**src/rtl/room_fsm.sv**
```systemverilog
// Adventure-game navigation FSM: tracks the player's room from one-cycle
// direction commands and counts room changes for the display.
module room_fsm #(
    parameter int MOVE_W = 8
) (
    input  logic              clk,
    input  logic              reset,
    input  logic              n,
    input  logic              s,
    input  logic              e,
    input  logic              w,
    input  logic              v,
    output logic [6:0]        room,
    output logic              sw,
    output logic              win,
    output logic              die,
    output logic [MOVE_W-1:0] moves
);

    typedef enum logic [6:0] {
        CAVE   = 7'b0000001,
        TUNNEL = 7'b0000010,
        RIVER  = 7'b0000100,
        STASH  = 7'b0001000,
        DEN    = 7'b0010000,
        VAULT  = 7'b0100000,
        GRAVE  = 7'b1000000
    } state_t;

    state_t     state;
    state_t     state_nxt;
    logic [3:0] cmd;
    logic       cmd_valid;
    logic       legal;
    logic       advance;

    assign cmd       = {n, s, e, w};
    assign cmd_valid = (cmd != '0) && ((cmd & (cmd - 4'd1)) == '0);

    always_comb begin
        state_nxt = state;
        legal     = 1'b1;
        case (state)
            CAVE: begin
                if (cmd_valid && e) state_nxt = TUNNEL;
            end
            TUNNEL: begin
                if (cmd_valid && w)      state_nxt = CAVE;
                else if (cmd_valid && s) state_nxt = RIVER;
            end
            RIVER: begin
                if (cmd_valid && n)      state_nxt = TUNNEL;
                else if (cmd_valid && w) state_nxt = STASH;
                else if (cmd_valid && e) state_nxt = DEN;
            end
            STASH: begin
                if (cmd_valid && e) state_nxt = RIVER;
            end
            // DEN always lasts exactly one cycle; v is sampled as it ends.
            DEN:   state_nxt = v ? VAULT : GRAVE;
            VAULT: state_nxt = VAULT;
            GRAVE: state_nxt = GRAVE;
            default: begin
                state_nxt = CAVE;
                legal     = 1'b0;
            end
        endcase
        advance = legal && (state_nxt != state);
    end

    always_ff @(posedge clk) begin
        if (!reset) begin
            state <= CAVE;
            moves <= '0;
        end else begin
            state <= state_nxt;
            if (advance && (moves != '1))
                moves <= moves + MOVE_W'(1);
        end
    end

    assign room = state;
    assign sw   = (state == STASH);
    assign win  = (state == VAULT);
    assign die  = (state == GRAVE);

endmodule

```
**config.mk**
```make
export PLATFORM = sky130hd
export DESIGN_NAME = room_fsm
export DESIGN_NICKNAME = d
export VERILOG_FILES = /design/src/rtl/room_fsm.sv
export SDC_FILE = /design/constraint.sdc
export NUM_CORES = 1
export LEC_CHECK = 0
export ABC_AREA = 0
export CAP_MARGIN = 20
export CORE_UTILIZATION = 25
export DETAILED_ROUTE_END_ITERATION = 8
export DONT_BUFFER_PORTS = 1
export PLACE_DENSITY_LB_ADDON = 0.05
export SYNTH_ARGS = -nofsm -noshare
export SYNTH_HDL_FRONTEND = slang
export SYNTH_SLANG_ARGS = --single-unit
```
**constraint.sdc**
```tcl
create_clock -name clk -period 3.15 [get_ports clk]
set_input_delay 0.1575 -clock clk [delete_from_list [all_inputs] [get_ports clk]]
set_output_delay 0.1575 -clock clk [all_outputs]
set_load 0.01 [all_outputs]
```
==> flow_metrics.tcl <==
set metrics [dict create \
    worstPathArrival_ps 2860 \
    leakagePower_uw 0.0004458 \
    hold_violations 0 \
    ctsRootBufferMaster "clkbuf_8" \
    vias 1123 \
    syn_avg_cell_area_um2 7.888 \
    status "complete, but fails checks" \
    power_frac_seq 0.494 \
    fin_crit_ps 2679 \
    syn_to_final_growth_pct 7.773 \
    antenna_cells 0 \
    clockBufferDepth 2 \
    placed_cell_area_um2 1237 \
    r2r_cells 7 \
    path_cells "or4_1, nor3_4, nor3_1, and2_1, nor2_1, or4b_2, a21boi_1" \
    critPathBufInv 0 \
    regToRegSetupSlack_ps 470 \
    ant_nets 0 \
    p_total_uw 398.7 \
    cts_setup_buffers 0 \
    p_int_uw 300.8 \
    synth_area_leaders "dfxtp_1 25%, mux2i_1 5.0%, nand2_1 4.7%" \
    cap_violations 0 \
    violations "DRC" \
    cp_slowest_cell "or4_1" \
    port_buffers 0 \
    antenna_found_initial 0 \
    cts_hold_buf 0 \
    fp.dieH_um 71.03 \
    dp_cells 195 \
    insertion_delay_ps 250 \
    syn_nets 159 \
    routed_wl_mm 3.270 \
    hold_path_startpoint "reset" \
    cts_tree "done" \
    hp-class "input port to flip-flop" \
    min_path_cells 1 \
    crit_path_end_kind "flip-flop" \
    cts.clk_slew.worst_paths_ps 70 \
    dp_hpwl_mm 2.409 \
    r2r_end "moves[3]" \
    grt_start_max_net_pins 21 \
    first_pass_iters 6 \
    io_pins 25 \
    nNetsFinal 156 \
    maxSlewHeadroom 0.5764 \
    synth_warnings 0 \
    worstSetupStartpointType "flip-flop" \
    synth-seq-cells 15 \
    grt_first_pass_wirelength_mm 5.471 \
    max_freq_mhz 373.3 \
    power_frac_clock 0.391 \
    first_iter_violations 84 \
    fin_tns_setup_ps 0 \
    critPathMaxFanout 9 \
    cts_sinks 15 \
    combinationalPowerShare 0.115 \
    via_per_inst 5.643 \
    cp_top_family "simple AND/OR/NAND/NOR gates" \
    post_cts_resized 0 \
    setup_viol 0 \
    skew_ps 8.117 \
    fin_crit_sh 0.8505 \
    crit_required_ps 3330 \
    syn_area_um2 1191 \
    fin_cells 199 \
    tightest_slew_ps 626.6 \
    num-fill-cells 485 \
    coreArea_um2 4474 \
    yosysUniqueCellTypes 50 \
    numCtsBuffers 3 \
    ir_drop_v 0.0001270 \
    critPathMaxStageDelay_ps 690 \
    grt_use_total 0.1392 \
    synthDominantCellAreaShare 0.2521 \
    switching_share 0.2456 \
    syn_inst 151 \
    rr_startpoint "room[2]" \
    grt_pass1_vias 1049 \
    drv_slew 0 \
    initial_core_util 0.2662 \
    place.gp.congestion 0.7212 \
    drive_gt1_frac 0.1565 \
    yosys.area.top_type "dfxtp_1" \
    wire_per_inst_um 16.43 \
    whs_endpoint "room[0]" \
    grt-ovfl-total 0 \
    rows 24 \
    critPathKind "flip-flop to flip-flop" \
    utilization 0.2869 \
    synth-seq-area-share 0.2521 \
    p_per_area_nw_per_um2 310.6 \
    die_x_um 71.03 \
    cts_max_level 1 \
    postLayoutCellArea_um2 1284 \
    route.detailed.drc 2 \
    dieArea_um2 5045 \
    rsz0062_at_grt "no" \
    netSwitchingPower_uw 97.94 \
]
[worst reg2reg max path, cell delays in order, from the launching register on]
cell and delay [ps]:
dfxtp_1 340, or4_1 690, nor3_4 300, nor3_1 90
and2_1 270, nor2_1 180, or4b_2 590, a21boi_1 160
[how the worst max path moves through the flow]
stage | startpoint | end | cells after the start
3_3_place_gp | room[2] | moves[5] | 7
5_1_grt | room[2] | moves[5] | 7
4_1_cts | room[2] | moves[3] | 7
2_1_floorplan | room[2] | moves[3] | 10
6_report | room[2] | moves[3] | 7
3_5_place_dp | room[2] | moves[3] | 7
[power by group through the flow]
stage	logic, uW	clock network [uW]	registers [uW]
after floorplan	44.6	0	201
after global placement	45.3	0	201
after CTS	45.7	167	197
after detailed placement	45.3	0	201
after global routing	50.7	179	197
final	45.8	156	197
[stage by stage]
step | hold slack [ps] | setup slack, ps
global placement | 271.1 | 471.9
floorplan | 256.6 | 507.0
detailed placement | 263.6 | 497.0
global route | 13.17 | 305.2
finish | 23.00 | 470.8
CTS | 5.734 | 460.0
[registers in the layout (all words and copies together) (netlist names)]
register,count
moves,8
room,7
[cells in the mapped netlist, drive strengths merged]
master and instances:
a211o 1, a211oi 2, a21boi 2, a21o 2, a21oi 3, a22oi 1, a31o 2, a31oi 1
and2 2, and3 4, and3b 1, and4bb 1, buf 6, clkbuf 10, dfxtp 15, ha 1
inv 3, mux2i 6, nand2 15, nand2b 4, nand3 7, nand3b 1, nand4 1, nand4bb 1
nor2 8, nor2b 2, nor3 7, nor4 7, nor4b 6, nor4bb 1, o211ai 1, o21a 2
o21ai 6, o311a 1, o31ai 1, o41ai 4, or2 1, or2b 1, or3 2, or4 3
or4b 2, xnor2 2, xor2 2
[cell usage in the layout, fill, tap and decap left out, drive strengths merged, types with 2 or more instances in the layout]
master	count
a211oi	2
a21boi	2
a21o	2
a21oi	3
a31o	2
and2	2
and3	4
buf	8
clkbuf	3
dfxtp	15
inv	3
mux2i	6
nand2	15
nand2b	4
nand3	7
nor2	8
nor2b	2
nor3	7
nor4	7
nor4b	6
o21a	2
o21ai	6
o41ai	4
or3	2
or4	3
or4b	2
xnor2	2
xor2	2
[cell families after synthesis]
group | synth area share
adders and majority gates | 0.01050
muxes | 0.05042
and+or+nand+nor | 0.4076
DFF | 0.2521
xor gates and xnor gates | 0.02942
buffers and inverters | 0.07562
AOI/OAI and AO/OA | 0.1744
[final cells by class]
class / count / area, um2 / share of cell area
timing repair buffer: 8 / 60.06 / 0.04678
clock inverter: 1 / 5.005 / 0.003899
sequential: 15 / 300.3 / 0.2339
tap: 52 / 65.06 / 0.05068
inverter: 3 / 11.26 / 0.008772
multi-input combinational: 117 / 800.8 / 0.6238
clock buffer: 3 / 41.29 / 0.03216
[layer usage]
layer	wire [um]	share of wire	global-route usage
met1	1590	0.49	0.1917
met5	0	0	0
met4	12	0.0037	0.02667
met3	265	0.081	0.05556
met2	1401	0.43	0.2062
(Power assumes the default switching activity.)
